===== config.mk =====
export PLATFORM = sky130hd
export DESIGN_NAME = division_recombine
export DESIGN_NICKNAME = d
export VERILOG_FILES = /design/src/rtl/division_recombine.sv
export SDC_FILE = /design/constraint.sdc
export NUM_CORES = 1
export LEC_CHECK = 0
export CAP_MARGIN = 10
export CORE_ASPECT_RATIO = 0.8
export CORE_MARGIN = 8
export CORE_UTILIZATION = 50
export DETAILED_ROUTE_END_ITERATION = 8
export PLACE_DENSITY = 0.73
export SETUP_SLACK_MARGIN = 0.05
export SLEW_MARGIN = 20
export SYNTH_ARGS = -nofsm -noshare
export SYNTH_HDL_FRONTEND = slang
export SYNTH_SLANG_ARGS = --single-unit
export TNS_END_PERCENT = 100

===== constraint.sdc =====
create_clock -name clk -period 3.02 [get_ports clk]
set_input_delay 0.604 -clock clk [delete_from_list [all_inputs] [get_ports clk]]
set_output_delay 0.604 -clock clk [all_outputs]
set_load 0.01 [all_outputs]

===== src/rtl/division_recombine.sv =====
// Sequential inverse of the 8-bit divider: rebuilds q*d + r with an 8-cycle shift-add datapath
// and flags remainders that are illegal for the divisor (r >= d, including d == 0).
module division_recombine (
    input  logic        clk,
    input  logic        rst_n,
    input  logic        in_valid,
    output logic        in_ready,
    input  logic [7:0]  q,
    input  logic [7:0]  d,
    input  logic [7:0]  r,
    output logic        out_valid,
    input  logic        out_ready,
    output logic [15:0] p,
    output logic        err
);

    typedef enum logic [1:0] {StIdle, StRun, StDone} state_e;

    state_e      state_q, state_d;
    logic [7:0]  mq_q, mq_d;
    logic [15:0] md_q, md_d;
    logic [15:0] acc_q, acc_d;
    logic [15:0] p_q, p_d;
    logic [2:0]  cnt_q, cnt_d;
    logic        err_q, err_d;
    logic [15:0] acc_sum;

    always_comb begin
        state_d = state_q;
        mq_d    = mq_q;
        md_d    = md_q;
        acc_d   = acc_q;
        p_d     = p_q;
        cnt_d   = cnt_q;
        err_d   = err_q;
        acc_sum = acc_q + (mq_q[0] ? md_q : 16'd0);

        case (state_q)
            StIdle: begin
                if (in_valid) begin
                    mq_d    = q;
                    md_d    = {8'b0, d};
                    acc_d   = {8'b0, r};
                    cnt_d   = 3'd0;
                    err_d   = (r >= d);
                    state_d = StRun;
                end
            end
            StRun: begin
                acc_d = acc_sum;
                md_d  = md_q << 1;
                mq_d  = mq_q >> 1;
                cnt_d = cnt_q + 3'd1;
                // Fixed 8 iterations; the last partial sum goes straight to the result register.
                if (cnt_q == 3'd7) begin
                    p_d     = acc_sum;
                    state_d = StDone;
                end
            end
            StDone: begin
                if (out_ready) begin
                    state_d = StIdle;
                end
            end
            default: state_d = StIdle;
        endcase
    end

    always_ff @(posedge clk) begin
        if (!rst_n) begin
            state_q <= StIdle;
            mq_q    <= 8'd0;
            md_q    <= 16'd0;
            acc_q   <= 16'd0;
            p_q     <= 16'd0;
            cnt_q   <= 3'd0;
            err_q   <= 1'b0;
        end else begin
            state_q <= state_d;
            mq_q    <= mq_d;
            md_q    <= md_d;
            acc_q   <= acc_d;
            p_q     <= p_d;
            cnt_q   <= cnt_d;
            err_q   <= err_d;
        end
    end

    assign in_ready  = rst_n && (state_q == StIdle);
    assign out_valid = (state_q == StDone);
    assign p         = p_q;
    assign err       = err_q;

endmodule


==> impl_results.md, run 1 <==
- Max-slew violations: 0
- DRC: 0
- Hold Path Class: reg2reg
- Remaining antenna violation count: 0
- Hold Fails Final Rpt: 0
- # IOs: 47
- Vias per inst: 5.63
- Slew @ Worst Pin: 1020 ps
- Post-DP HPWL: 6250 um
- Mapped Cells: 441
- MaxCap Viol Count: 0
- Worst r2r path cells: 9
- Final setup fails: 0
- Commonest non-fill, non-tap cells in the layout: 84 x nand2_1, 62 x dfxtp_1, 46 x clkdlybuf4s50_1
- Avg Inst Size Synth: 7.86 um2
- DIE HEIGHT: 90.5 um
- Worst path arrival time: 2060 ps
- Die ar.: 0.00987 mm2
- Cell Pwr Density: 468 mW/mm2
- Gr usage total: 0.182
- CTS tree: done
- Kind of capture point of the worst setup path: output port
- Placer Congestion: 0.905
- Netlist cell types: 50
- Area growth, synth to finish: 20.5%
- Sequential area share after synthesis: 0.358
- Final TNS setup: 0 ps
- Antenna diodes: 0
- VDD IR max: 0.313 mV
- Clock sinks: 62
- Clock tree buffer depth: 2
- Routed Wire Length: 8670 um
- Root Driver: clkbuf_8
- Hold-fix buffers at CTS: 0
- Status: finished, final reports clean
- Clock Skew: 9.23 ps
- Layout cell share with drive strength beyond 1: 0.0620
- Port bufs: 46
- Largest net degree at the start of global routing: 58
- Pleak: 1.60 nW
- Crit share post-route: 0.881
- Initial antenna violation count: 0
- Worst-path clk slew: 60 ps
- Detailed Route Iter0 Violations: 180
- Hold path start: p[7]$_SDFFE_PN0P_
- Max Clk Rate: 0.376 GHz
- EDFF count, synth: 0
- CTS H-tree lvls: 3
- R2R Path Start: mq_q[0]$_SDFFE_PN0P_
- Clk_lat worst skew: 350 ps
- Register bit total from synthesis: 62
- Die width: 109 um
- Crit-path max FO: 3
- Crit path kind: in2out
- Yosys warns: 0
- Most common cell after layout, fill and taps aside: nand2_1
- Layout fillers: 617
- Fraction of registers with async set/reset: 0
- Number of global-route vias before repair: 3,040
- WL/cell: 15.2 um
- DRT Pass-1 Iters: 5
- RSZ-0062 raised after global routing: no
- Initial Util: 0.510
- CORE AREA: 0.00679 mm2
- Crit path launch: rst_n
- Syn_nets: 495
- Post-layout util: 0.615
- FP Rows: 27
- First-pass GRT wire length: 14,500 um
- Worst path required time: 2420 ps
- Worst setup SP type: input pin
- Main synth FF type: dfxtp_1
- Total grt overflow: 0
- Netlist area before placement: 0.00347 mm2
- Postcts setup bufs: 0
- Num CTS Buffers: 9
- Via Count: 3,215
- Multi-input gate area: 0.00204 mm2
- Seq. cell area: 0.00124 mm2
- Total power: 0.00196 W
- Post-CTS Resized: 0
- Worst hold path depth: 2
- Period minus WS final: 2660 ps
- Nets: 533
- Slew Limit Headroom: 0.322
[stage by stage]
step | setup slack, ps | cells | hold WS [ps] | instance area, um2
finish | 360 | 571 | 457 | 4180
floorplan | 519 | 441 | 432 | 3470
global placement | 377 | 555 | 444 | 3960
detailed placement | 375 | 555 | 449 | 3960
CTS | 348 | 571 | 458 | 4180
global route | 288 | 571 | 485 | 4180
[state kept, by name, summed over array words and instances (netlist names)]
register / flops
err: 1
state_q: 2
mq_q: 8
p: 16
cnt_q: 3
acc_q: 16
md_q: 16
[cells in the mapped netlist (2+ instances only)]
master / instances / area [um2]
a211oi_1: 2 / 15.0
a21o_1: 2 / 15.0
a21oi_1: 42 / 210
a311oi_1: 12 / 105
a32o_1: 2 / 20.0
and2_1: 17 / 106
and3_1: 2 / 12.5
buf_1: 4 / 15.0
buf_2: 3 / 15.0
buf_6: 6 / 67.6
clkbuf_1: 14 / 52.6
dfxtp_1: 62 / 1240
ha_1: 25 / 313
inv_1: 8 / 30.0
nand2_1: 84 / 315
nand2b_1: 3 / 18.8
nand3_1: 23 / 115
nand4_1: 5 / 31.3
nor2_1: 39 / 146
nor2b_1: 3 / 18.8
nor3_1: 3 / 15.0
nor4_1: 2 / 12.5
o211ai_1: 11 / 82.6
o21a_1: 2 / 15.0
o21ai_0: 25 / 125
or4_1: 3 / 22.5
xnor2_1: 9 / 78.8
xor2_1: 6 / 52.6
[final cells by class]
cell class                      count  share of cell area
Inverter                            9             0.00809
Multi-Input combinational cell    342               0.488
Clock inverter                      4              0.0168
Tap cell                           87              0.0261
Clock buffer                       12              0.0347
Timing Repair Buffer               55               0.129
Sequential cell                    62               0.297
[worst paths after layout]
path / end / slack (ps)
hold reg to reg: p[7]$_SDFFE_PN0P_ / 460
setup / recovery: in_ready / 360
hold / removal: p[7]$_SDFFE_PN0P_ / 460
setup reg to reg: acc_q[8]$_SDFFE_PN0P_ / 490
[worst max-delay path, cell delays in order]
cell and delay (ps):
clkdlybuf4s50_1 500, clkinv_1 180, nor3_1 190, clkdlybuf4s50_1 580
[cell families (layout without fill, tap and decap cells)]
kind of cell / Yosys count / after routing / synth area share
mux: 1 / 1 / 0.00289
simple gates: 190 / 190 / 0.248
xor+xnor: 15 / 15 / 0.0379
fa+ha+maj: 26 / 26 / 0.0960
compound gates: 110 / 110 / 0.203
buf+inv: 37 / 80 / 0.0545
flops: 62 / 62 / 0.358
[power by group]
| part | internal [W] | switching (W) | leakage, nW |
|---|---|---|---|
| clock network | 0.000485 | 0.000321 | 0.110 |
| logic | 0.000117 | 0.000156 | 0.987 |
| registers | 0.000854 | 0.0000244 | 0.505 |
[metal layers]
metal | vias up | wire length, um | global-route usage
met4 | 0 | 85 | 0.0569
met2 | 89 | 3850 | 0.265
li1 | 1620 | - | -
met5 | - | 0 | 0
met3 | 10 | 607 | 0.0613
met1 | 1496 | 4130 | 0.246
(Power assumes the default switching activity.)
==> run 2, diff against run 1 <==
Settings changed: CORE_UTILIZATION 50 to 40, PLACE_DENSITY 0.73 to 0.63.
Clock period 3.02 ns to 2.2 ns, I/O delays scaled along.
==> impl_results.md, run 2 (synthesized netlist as in run 1, its figures left out) <==
- Remaining antenna violation count: 0
- WL/cell: 14.5 um
- Max Clk Rate: 0.449 GHz
- Initial antenna violation count: 0
- Final setup fails: 1
- Die ar.: 0.0119 mm2
- # IOs: 47
- Root Driver: clkbuf_8
- Worst path required time: 2420 ps
- DRC: 0
- VDD IR max: 0.300 mV
- Crit path kind: reg2reg
- FP Rows: 30
- Clk_lat worst skew: 340 ps
- Total grt overflow: 0
- Failing checks: negative setup slack
- Final TNS setup: -25.2 ps
- Layout cell share with drive strength beyond 1: 0.176
- Hold Path Class: reg2reg
- Period minus WS final: 2230 ps
- Slew @ Worst Pin: 464 ps
- Nets: 569
- MaxCap Viol Count: 0
- First-pass GRT wire length: 15,500 um
- Crit share post-route: 1.01
- Hold slack: 454 ps
- Cell count after placement: 612
- Commonest non-fill, non-tap cells in the layout: 82 x nand2_1, 61 x dfxtp_1, 45 x clkdlybuf4s50_1
- Routed Wire Length: 9140 um
- DIE HEIGHT: 99.3 um
- Placer Congestion: 0.860
- Crit-path max FO: 6
- Worst setup SP type: register
- Gr usage total: 0.159
- Worst-path clk slew: 60 ps
- Fin cells: 630
- Max-slew violations: 0
- Post-DP HPWL: 6820 um
- Worst path arrival time: 2450 ps
- Number of global-route vias before repair: 3,212
- Detailed Route Iter0 Violations: 221
- CTS H-tree lvls: 3
- Clock sinks: 62
- Status: finished with violations
- Area growth, synth to finish: 33.6%
- Cell Pwr Density: 540 mW/mm2
- Num CTS Buffers: 9
- Vias per inst: 5.28
- Pleak: 1.77 nW
- Initial Util: 0.410
- DRT Pass-1 Iters: 5
- Hold Fails Final Rpt: 0
- CORE AREA: 0.00845 mm2
- Most common cell after layout, fill and taps aside: nand2_1
- Largest net degree at the start of global routing: 43
- Kind of capture point of the worst setup path: register
- Clock Skew: 10.6 ps
- Antenna diodes: 0
- Die width: 120 um
- Post-layout util: 0.548
- CTS tree: done
- Port bufs: 46
- Fin worst setup slack: -25.2 ps
- Via Count: 3,324
- Clock tree buffer depth: 2
- Slew Limit Headroom: 0.690
- RSZ-0062 raised after global routing: yes
- Hold-fix buffers at CTS: 0
run 2: cell count changes in the layout (fill, tap and decap cells not counted), sizes merged:
cell / change
buf: +36
bufinv: -2
clkdlybuf4s50: -1
dlygate4sd2: +1
run 2: cell type report:
class | count | area [um2]
clock buffer | 12 | 145
clock inverter | 2 | 10.0
tap | 112 | 140
inverter | 9 | 33.8
fill | 787 | 3810
timing repair buffer | 91 | 813
sequential | 62 | 1240
multi-input combinational | 342 | 2250
run 2: what timing repair did:
item | in CTS | in global routing
gates resized for setup | 21 | 11
gates cloned | 0 | 0
setup endpoints to repair | 18 | 18
pin swaps | 5 | 5
setup buffers | 3 | 1
run 2: worst paths after layout:
check	start	to	slack, ps	cells after the start
min reg2reg	p[4]$_SDFFE_PN0P_	p[4]$_SDFFE_PN0P_	450	2
max	mq_q[0]$_SDFFE_PN0P_	acc_q[12]$_SDFFE_PN0P_	-30	10
min	p[4]$_SDFFE_PN0P_	p[4]$_SDFFE_PN0P_	450	2
max reg2reg	mq_q[0]$_SDFFE_PN0P_	acc_q[12]$_SDFFE_PN0P_	-30	10
run 2: worst max-delay path, cell delays in order, from the launching register on:
cell and delay, ps:
dfxtp_2 350, and2_4 150, ha_4 150, fa_2 350, a21o_4 230, a221oi_4 230, buf_6 160, o211ai_1 110
a21oi_1 170, xor2_1 150, o21ai_1 80
run 2: stage by stage:
step	setup slack, ps	total power (W)	area [um2]
final	-25.2	0.00250	4630
after global routing	-117	0.00261	4630
after CTS	-21.6	0.00251	4560
after detailed placement	-131	0.00165	4280
after global placement	-120	0.00165	4280
after floorplan	-115	0.00148	3520
run 2: per-layer routing:
metal | up-vias | part of all wire | GRT usage
met4 | 0 | 0.013 | 0.0479
met3 | 11 | 0.059 | 0.0447
met2 | 90 | 0.43 | 0.236
met1 | 1534 | 0.50 | 0.218
li1 | 1689 | - | -
met5 | - | 0 | 0
run 2: power by group:
group | switching [W] | total (W) | internal, W
combinational | 0.000233 | 0.000446 | 0.000213
sequential | 0.0000397 | 0.00121 | 0.00117
clock | 0.000421 | 0.000845 | 0.000424
==> RTL edit: new RTL, flow settings as in run 1 <==
Reset style: asynchronous (`rst_n`), changed in one clocked block.
--- a/src/rtl/division_recombine.sv
+++ b/src/rtl/division_recombine.sv
@@ -66,7 +66,7 @@
         endcase
     end
 
-    always_ff @(posedge clk) begin
+    always_ff @(posedge clk or negedge rst_n) begin
         if (!rst_n) begin
             state_q <= StIdle;
             mq_q    <= 8'd0;
Function: differs if rst_n is asserted again (counterexample within 4 cycles, from zero or initial values and one cycle with rst_n low); with rst_n held inactive, the same outputs for 4 cycles.
==> RTL edit against run 1 <==
Worst setup slack better by 57 ps. Synthesized area is 2.9% higher. Wire length fell by 4.3%. Final area grew 4.4%. Hold slack worse by 25 ps. Sequential cell count unchanged. Fmax rose by 2.2%. Register-to-register slack lost 70 ps. Die area rose by 2.4%.
Power is not compared: it rests on default switching activity, and its combinational part moved more than twofold at a synthesized area within 25%.
==> RTL edit: results <==
group,metric,value,unit
global_routing,antenna_found_initial,0,
clock_network,clockRootBuffer,"clkbuf_8",
logic_synthesis,synth_common_cells,"nand2_1, dfrtp_1, o21ai_0",
logic_synthesis,yosysSeqAreaShare,43.49,%
clock_network,cts_made_buffers,9,
logic_synthesis,async_reset_ff_share,100.0,%
clock_network,clock_latency,340,ps
detailed_routing,wl_per_cell,15.49,µm
detailed_routing,vias,2914,
clock_network,clk_pin_slew,70,ps
logic_synthesis,synth.area.top_cells,"dfrtp_1, ha_1, nand2_1",
run_status,outcome,"complete, no violations",
global_routing,grt_pass1_wl,14660,µm
clock_network,cts.path.max_buffers,2,
logic_synthesis,ys.flop_type,"dfrtp_1",
min_path,hp-class,"in -> async",
logic_synthesis,ys_warn_count,0,
critical_path,rr_worst_depth,9,
global_routing,grt_max_degree,63,
detailed_routing,drt_iter0_markers,129,
cells_and_area,fin_nets,498,
power,power_leakage,1.988,nW
sta,skew,7.610,ps
critical_path,crit_arrival,2830,ps
detailed_routing,drtPass1Iterations,4,
logic_synthesis,ys_types,40,
clock_network,postCtsSetupBuffers,0,
logic_synthesis,ys_ff_latch,62,
critical_path,r2r-end,"acc_q[14]",
critical_path,r2r_start,"mq_q[0]",
critical_path,r2r_slack,420,ps
clock_network,cts_htree_levels,3,
sta,worstMarginPinSlew,792.0,ps
cells_and_area,drive_above_1_share,9.800,%
cells_and_area,diodes,0,
clock_network,cts_resized,0,
placed_design,port_buffers,46,
placed_design,gp_congestion,0.8634,
critical_path,crit_fanout,6,
logic_synthesis,syn-num-nets,452,
global_routing,gr-usage-all-layers,17.37,%
global_routing,first_global_vias,2993,
cells_and_area,fillers,564,
power,ir_drop,0.0004788,V
placed_design,post-dp-hpwl,6105,µm
RTL edit: kinds of logic (layout without fill, tap and decap cells):
logic type / Yosys count / after routing / share of synthesized area (%)
and+or+nand+nor: 156 / 156 / 19.43
muxes: 11 / 11 / 3.437
DFF: 62 / 62 / 43.49
xor gates and xnor gates: 16 / 16 / 3.928
AOI/OAI and AO/OA: 96 / 96 / 17.05
adders and majority gates: 26 / 26 / 9.330
buffers and inverters: 31 / 82 / 3.332
RTL edit: layout make-up:
class                   instances  share of cell area (%)
inverters                      11                  0.9469
clock inverters                 3                   1.492
flip-flops and latches         62                   35.58
multi-input cells             305                   43.62
repair buffers                 55                   11.99
well taps                      87                   2.496
clock buffers                  13                   3.874
RTL edit: power by group:
| group | total (mW) | internal (mW) | switching (mW) |
|---|---|---|---|
| Clock | 0.857 | 0.532 | 0.326 |
| Sequential | 1.51 | 1.25 | 0.255 |
| Combinational | 3.15 | 1.40 | 1.75 |
RTL edit: worst max path at each step:
stage,startpoint,to,slack (ps),cells after the start
6_report,mq_q[0],acc_q[14],420,9
5_1_grt,mq_q[0],acc_q[14],240,9
4_1_cts,mq_q[0],acc_q[14],430,9
3_5_place_dp,r[0],err,390,9
3_3_place_gp,r[0],err,430,9
2_1_floorplan,mq_q[0],p[10],460,10
RTL edit: critical path, stage by stage (launching register included):
cell	delay (ps)
dfrtp_1	420
and2_1	160
ha_1	200
fa_1	410
a21o_1	220
a221oi_2	370
nor2_2	110
a21oi_1	200
nand2_1	110
a211o_1	310
RTL edit: metal layers:
metal,GRT usage [%],wire length (µm),up-vias
met5,0,0,-
met4,5.499,102,0
met3,5.720,563,10
met2,25.67,3550,71
met1,23.40,4085,1371
li1,-,-,1462
RTL edit: metrics by stage:
step	hold slack, ps	cell area [µm²]	setup slack (ps)	utilization, %	instances
5_1_grt	507.9	4360	236.1	63.27	536
3_5_place_dp	469.3	4126	387.8	59.88	520
2_1_floorplan	308.4	3567	461.5	-	398
3_3_place_gp	466.0	4126	431.5	59.88	520
4_1_cts	466.7	4360	428.2	63.27	536
6_report	432.4	4360	416.8	63.27	536
